[src/rtl/fetch_stage.sv]
// rtl/fetch_stage.sv - instruction fetch stage: PC, request throttle, tag queue, decode buffer
module fetch_stage #(
   parameter logic [31:0] RESET_PC = 32'h0000_0000,
   parameter int          DEPTH    = 2,
   parameter logic [31:0] NOP      = 32'h0000_0013
) (
   input  logic        clk,
   input  logic        rst,
   output logic        imem_req_valid,
   input  logic        imem_req_ready,
   output logic [31:0] imem_addr,
   input  logic        imem_rsp_valid,
   input  logic [31:0] imem_rsp_data,
   output logic        instr_valid,
   input  logic        instr_ready,
   output logic [31:0] instr,
   output logic [31:0] instr_pc,
   input  logic        redirect_valid,
   input  logic [31:0] redirect_pc
);
   localparam int AW = $clog2(DEPTH);
   localparam int CW = AW + 1;

   logic [31:0]   pc, last_pc;
   logic [31:0]   buf_instr [DEPTH];
   logic [31:0]   buf_pc    [DEPTH];
   logic [31:0]   tag_q     [DEPTH];
   logic [AW-1:0] buf_rd, buf_wr, tag_rd, tag_wr;
   logic [CW-1:0] count, outstanding, drop;
   logic [CW:0]   inflight;
   logic          accept, rsp_keep, pop;
   logic          unused_low_bits;

   assign unused_low_bits = &{1'b0, redirect_pc[1:0]};

   // Throttle counts both buffered and in-flight work so a response always has a slot.
   assign inflight       = {1'b0, outstanding} + {1'b0, count};
   assign imem_req_valid = !rst && !redirect_valid && (inflight < (CW+1)'(DEPTH));
   assign imem_addr      = {pc[31:2], 2'b00};
   assign accept         = imem_req_valid && imem_req_ready;
   assign rsp_keep       = imem_rsp_valid && (drop == '0) && !redirect_valid;
   assign instr_valid    = (count != '0);
   assign pop            = instr_valid && instr_ready && !redirect_valid;
   assign instr          = instr_valid ? buf_instr[buf_rd] : NOP;
   assign instr_pc       = instr_valid ? buf_pc[buf_rd] : last_pc;

   always_ff @(posedge clk or posedge rst) begin
      if (rst) begin
         pc          <= RESET_PC;
         last_pc     <= RESET_PC;
         count       <= '0;
         outstanding <= '0;
         drop        <= '0;
         buf_rd      <= '0;
         buf_wr      <= '0;
         tag_rd      <= '0;
         tag_wr      <= '0;
      end else if (redirect_valid) begin
         // Everything still in flight after this cycle's response becomes stale.
         pc          <= {redirect_pc[31:2], 2'b00};
         count       <= '0;
         buf_rd      <= '0;
         buf_wr      <= '0;
         tag_rd      <= '0;
         tag_wr      <= '0;
         outstanding <= outstanding - CW'(imem_rsp_valid);
         drop        <= outstanding - CW'(imem_rsp_valid);
      end else begin
         if (accept) begin
            pc     <= pc + 32'd4;
            tag_wr <= tag_wr + 1'b1;
         end
         if (rsp_keep) begin
            buf_wr <= buf_wr + 1'b1;
            tag_rd <= tag_rd + 1'b1;
         end
         if (pop) begin
            buf_rd  <= buf_rd + 1'b1;
            last_pc <= buf_pc[buf_rd];
         end
         if (imem_rsp_valid && (drop != '0))
            drop <= drop - 1'b1;
         count       <= count + CW'(rsp_keep) - CW'(pop);
         outstanding <= outstanding + CW'(accept) - CW'(imem_rsp_valid);
      end
   end

   always_ff @(posedge clk) begin
      if (accept)
         tag_q[tag_wr] <= imem_addr;
      if (rsp_keep) begin
         buf_instr[buf_wr] <= imem_rsp_data;
         buf_pc[buf_wr]    <= tag_q[tag_rd];
      end
   end
endmodule
[config.mk]
export PLATFORM = sky130hd
export DESIGN_NAME = fetch_stage
export DESIGN_NICKNAME = d
export VERILOG_FILES = /design/src/rtl/fetch_stage.sv
export SDC_FILE = /design/constraint.sdc
export NUM_CORES = 1
export LEC_CHECK = 0
export BUFFER_PORTS_ARGS = -buffer_cell sky130_fd_sc_hd__buf_2
export CAP_MARGIN = 10
export CORE_MARGIN = 1
export CORE_UTILIZATION = 50
export CTS_BUF_LIST = sky130_fd_sc_hd__clkbuf_8
export CTS_CLUSTER_DIAMETER = 40
export DETAILED_ROUTE_END_ITERATION = 10
export PLACE_DENSITY = 0.74
export SLEW_MARGIN = 20
export SYNTH_ARGS = -nofsm -noshare
export SYNTH_HDL_FRONTEND = slang
export SYNTH_SLANG_ARGS = --single-unit
[constraint.sdc]
create_clock -name clk -period 8.7 [get_ports clk]
set_input_delay 1.305 -clock clk [delete_from_list [all_inputs] [get_ports clk]]
set_output_delay 1.305 -clock clk [all_outputs]
set_load 0.03 [all_outputs]
# Word level (Yosys, flattened, before mapping)
# Memory sizes are Yosys's and may differ from the RTL's.
# Index checks and enable logic that the tools add are counted.
dict set report totals {
  register_bits 74
  inputBits 70
  ram_bits 188
  n_memories 3
  word_cells 64
}
# name depth word_bits rd rd_ports_with_merged_regs wr line
set mem_list {}
lappend mem_list {buf_instr 2 32 1 0 1 25} ;# logic [31:0] buf_instr [DEPTH];
lappend mem_list {buf_pc 2 32 1 0 1 26} ;# logic [31:0] buf_pc [DEPTH];
lappend mem_list {tag_q 2 30 1 0 1 27} ;# logic [31:0] tag_q [DEPTH];
dict set report op_classes {
  magnitude_cmp 1
  n_addsub 12
  n_reduce_logical 18
  n_mux 20
  bitwise 1
}
# cell count
set ops {}
lappend ops {{32-bit two-way mux} 4}
lappend ops {{32-bit by 3-bit adder with 32-bit output, second input constant} 1}
lappend ops {{1-bit two-way mux} 12}
lappend ops {{2-bit nonzero test} 6}
lappend ops {{1-bit logical AND} 8}
lappend ops {{2-bit two-way mux} 4}
lappend ops {{2-bit by 1-bit subtractor with 2-bit output} 3}
lappend ops {{1-bit adder, second input constant} 4}
lappend ops {{2-bit by 1-bit adder with 2-bit output} 2}
lappend ops {{2-bit by 2-bit adder with 3-bit output} 1}
lappend ops {{3-bit by 2-bit less-than comparator with 1-bit output, second input constant} 1}
lappend ops {{1-bit logical NOT} 2}
lappend ops {{2-bit logical NOT} 1}
lappend ops {{2-bit AND reduction} 1}
lappend ops {{2-bit by 1-bit subtractor with 2-bit output, second input constant} 1}
lappend ops {{1-bit inverter} 1}

# Longest topological paths before layout
dict set report depth {
  ltp_word 7
  mapped_depth 12
  ltp_nobuf 11
}

# Worst setup path after synthesis
# OpenSTA, ideal clock, no wires.
dict set report synth_timing {
  path_type {input port to flip-flop}
  start {input port redirect_valid}
  end {memory buf_instr[0][0], enable pin}
  slack_ps 3610
  required_time_ps 8218
  stages 4
  arrival_time_ps 4608
  setup_time_ps 482
  path_cell_list {clkbuf_1 > clkbuf_1 > or2_2 > nor2_1}
}
dict set report synth_via {
  elab_chain_len 4
}
# element line
set synth_rtl {}
lappend synth_rtl {{start: declaration} 18} ;# input logic redirect_valid,
lappend synth_rtl {{1-bit logical NOT} 41} ;# assign rsp_keep = imem_rsp_valid && (drop == '0) && !redirect_valid;
lappend synth_rtl {{1-bit logical AND} 41}
lappend synth_rtl {{1-bit two-way mux} 91} ;# if (rsp_keep) begin
lappend synth_rtl {{1-bit two-way mux (not written as such)} 92} ;# buf_instr[buf_wr] <= imem_rsp_data;
lappend synth_rtl {{end: declaration} 25}
# No other way between the ends.

# Final worst setup path
dict set report layout_timing {
  start {input port redirect_valid}
  end {register outstanding[1]}
}
dict set report layout_via {
  elab_chain_len 7
}
# element line
set layout_rtl {}
lappend layout_rtl {{1-bit logical NOT} 38} ;# assign imem_req_valid = !rst && !redirect_valid && (inflight < (CW+1)'(DEPTH));
lappend layout_rtl {{1-bit logical AND (2 in series)} 38}
lappend layout_rtl {{1-bit logical AND} 40} ;# assign accept = imem_req_valid && imem_req_ready;
lappend layout_rtl {{2-bit by 1-bit adder with 2-bit output} 84} ;# outstanding <= outstanding + CW'(accept) - CW'(imem_rsp_valid);
lappend layout_rtl {{2-bit by 1-bit subtractor with 2-bit output} 84}
lappend layout_rtl {{2-bit two-way mux *} 58} ;# end else if (redirect_valid) begin
lappend layout_rtl {{end signal: assignment} 66} ;# outstanding <= outstanding - CW'(imem_rsp_valid);
lappend layout_rtl {{end signal: assignment} 84}
lappend layout_rtl {{end: declaration} 29} ;# logic [CW-1:0] count, outstanding, drop;
# Every way passes the cells marked *; elsewhere a longest branch is shown, timed or not.
# A chain may end at the register's enable or synchronous reset.

==> results.txt <==
- In the post-route analysis, the smallest setup slack over all paths is 4510 ps.
- Yosys printed 0 warnings.
- After Yosys synthesis, and, or, nand and nor cells account for 8.89% of the synthesized area.
- Die area: 21400 µm²
- After synthesis, the share of cell area in mux cells is 9.60%.
- WS Path Type: input pin to register
* Main combinational cell family by area after synthesis: multiplexers
* Max Fclk: 0.239 GHz
- Outcome: finished, final reports clean
- Worst hold-check slack: 529 ps
- VDD sags by at most 0.153 mV.
- Flops & latches, synth: 254
- Setup repair after global routing left no endpoint under its margin.
- In this run the deepest clock path goes through 3 buffers.
* Post-cts resize count: 0
- Leakage Power: 4.70 nW
- Clk pin slew, worst setup/hold paths: 60 ps
- Max Cap Violations: 0
- Detailed placement finished with a half-perimeter wire length of 13200 µm.
- Number of setup violations in the final report: 0
- For the worst setup path, the data required time is 9150 ps.
- The worst path uses 48.1% of the clock period.
- Count of distinct cell types in the synthesized netlist: 44
- Arrival time worst endpoint: 4640 ps
- After synthesis, flip-flops and latches occupy 70.0% of the total area.
- Dividing total power by cell area gives a power density of 301 nW/µm².
- In the synthesized netlist the async set-or-reset flop fraction comes to 27.6%.
- Die extent in x: 146 µm
- Average vias per placed instance: 5.36
- At the pin with the least slew margin, the transition time is 1050 ps.
- The via count of the first global-routing pass is 6491.
* Count of pins on the block boundary: 168
* Final Skew: 12.9 ps
- In this run the vertical extent of the chip is 146 µm.
- Headroom to the max-slew limit came out at 29.7%.
- Critical path's largest stage delay: 620 ps
- Type of element capturing the critical path: register
- Net count reported at finish: 1020
- STA classifies the critical path startpoint as an input pin.
- The number of failing hold endpoints at the final stage was 0.
- Commonest cells after routing, fill and taps aside: 184 x edfxtp_1, 161 x buf_2, 108 x nor2_1, 69 x dfrtp_1, 66 x mux2i_1
- I/O Buffers: 161
- For this configuration, the core starts out at a cell density of 51.2%.
- The number of hold buffers added after CTS was 0.
* Average footprint of a synthesized cell: 13.6 µm²
- The repair_antennas step left the layout with diodes totalling 0.
* Number of post-CTS setup repair buffers: 0
- Setup TNS: 0 ps
- The first detailed-routing pass took 7 iterations.
- From synthesis to final layout, the design area changed by 17.8%.
* Number of enable flip-flop cells after synthesis: 184
- Clock tree from TritonCTS: built
* Clock root buffer master: clkbuf_8
- CP cell instances: buf_2, buf_4, or4_4, nor2_2, inv_1, ha_1, inv_1, ha_1, xnor2_1, o21ai_0, xor2_1
- After detailed placement, the design holds a cell count of 1169.
* Worst-path fanout max: 58
* Adder and majority gate portion of the synthesized area: 1.04%
- In the synthesized netlist, the number of instances is 765.
- Clk sinks: 254
- Slowest-stage cell, CP: or4_4
* Placeable core area: 20300 µm²
* Min Tclk post-route: 4190 ps
- Hold Crit Class: register to register
* Share of the synthesized area in compound gates (AO/OA/AOI/OAI): 7.09%
* Post-Syn Area: 10400 µm²
- The library cell used most frequently in the layout, excluding fill and tap cells, is edfxtp_1.
- Across every metal layer, demand over resource in global routing totals 19.8%.
- In this run the remaining antenna-violating nets after routing total 0.
- Remaining design rule violation count: 0
* Site row count: 52
- After Yosys synthesis, XOR and XNOR cells account for 1.01% of the synthesized area.
* Routability congestion estimate: 0.836
* Number of antenna violations at the first check in global routing: 0
* Clock latency at the later pin of the worst-skew pair: 530 ps
* Post-detailed-route wirelength per cell: 16.7 µm
- For this run, the number of standard cells in the final layout without fillers is 1244.
- The first global-routing pass estimated 33300 µm of wire.
- For this run the aggregate overflow at the end of global routing stands at 0.
* Pin count of the biggest net entering global routing: 66
* Utilization after layout: 60.3%
* H-Tree Level Count: 2
- Number of buffers added by the clock tree synthesis step: 41
- Slew Viols, Final: 0
- Most frequently used flop master after synthesis: edfxtp_1
- Cells with a size suffix above 1 make up 27.6% of the layout.
* Total number of vias: 6662
- OpenSTA, run right after detailed placement, puts the worst setup slack at 4000 ps.
* Sum of routed wire length over all layers: 20700 µm
* First DRT Iteration DRCs: 413
## worst max-delay path: cells and delay by family
kind            cells  cell delay (ps)
compound gates      1              180
buf+inv             4             1000
simple gates        2             1230
fa+ha+maj           2              630
xor+xnor            2              280
## cells by family (layout without fill, tap and decap cells)
family | after synthesis | after routing
fa+ha+maj | 8 | 8
compound gates | 125 | 125
buf+inv | 60 | 266
xor+xnor | 12 | 12
mux | 96 | 96
simple gates | 209 | 209
flops | 254 | 254
other cells | 1 | 4
## final cells by class
class	instances	area (µm²)
fill	1631	8060
sequential	254	7280
multi-input combinational	454	2920
timing repair buffer	172	888
clock buffer	45	619
tap	270	338
clock inverter	30	131
inverter	19	71.3
## through the flow
step	power [mW]	cell area [µm²]
after floorplan	2.45	10400
final	3.68	12200
after global placement	2.77	11500
after CTS	3.73	12200
after global routing	3.89	12200
after detailed placement	2.80	11500
## power breakdown
part	leakage, nW	switching (mW)	internal, mW
Sequential	2.50	0.106	1.50
Clock	0.425	0.440	0.477
Combinational	1.77	0.792	0.365
## routing by layer
| metal | share of wire, % | global-route usage, % | vias up |
|---|---|---|---|
| li1 | - | - | 3169 |
| met1 | 45 | 27.5 | 3239 |
| met2 | 48 | 31.0 | 228 |
| met3 | 6.3 | 4.25 | 26 |
| met4 | 1.6 | 7.45 | 0 |
| met5 | 0 | 0 | - |
## final timing paths
check	slack, ps	end	depth (start not counted)	start
max in group asynchronous	6820	buf_rd	3	rst
max	4510	outstanding[1]	11	redirect_valid
max reg2reg	4750	outstanding[1]	11	outstanding[0]
min in group asynchronous	790	pc[3]	2	rst
min	530	last_pc[14]	2	last_pc[14]
min reg2reg	530	last_pc[14]	2	last_pc[14]
## cells in the mapped netlist, types with 2 or more instances
cell type / instances / area [µm²]
ha_1: 7 / 87.6
nand2_1: 41 / 154
nand4_1: 9 / 56.3
nand2b_1: 3 / 18.8
mux2_2: 30 / 338
o311ai_0: 12 / 105
dfrtp_1: 70 / 1750
or3_1: 2 / 12.5
clkbuf_1: 26 / 97.6
o21ai_0: 26 / 130
xnor2_1: 5 / 43.8
nor2_1: 113 / 424
a31oi_1: 2 / 12.5
a21oi_1: 65 / 325
nor2b_1: 5 / 31.3
o211ai_1: 5 / 37.5
nand3_1: 14 / 70.1
xor2_1: 7 / 61.3
inv_1: 19 / 71.3
or4_1: 3 / 22.5
nor4_1: 4 / 25.0
and2_1: 2 / 12.5
buf_2: 2 / 10.0
mux2i_1: 66 / 661
buf_4: 4 / 30.0
and3_1: 5 / 31.3
nand3b_1: 2 / 15.0
a22oi_1: 3 / 22.5
a221o_1: 4 / 40.0
a32oi_1: 2 / 17.5
edfxtp_1: 184 / 5530
a21o_1: 3 / 22.5
buf_1: 9 / 33.8
## registers in the layout (all words and copies together) (netlist names)
name and count:
tag_wr 1, buf_rd 1, pc 30, drop 2, tag_rd 1, last_pc 30, outstanding 2, buf_wr 1
count 2, buf_pc 60, buf_instr 64, tag_q 60
No activity file was read; power rests on OpenSTA's default activity.
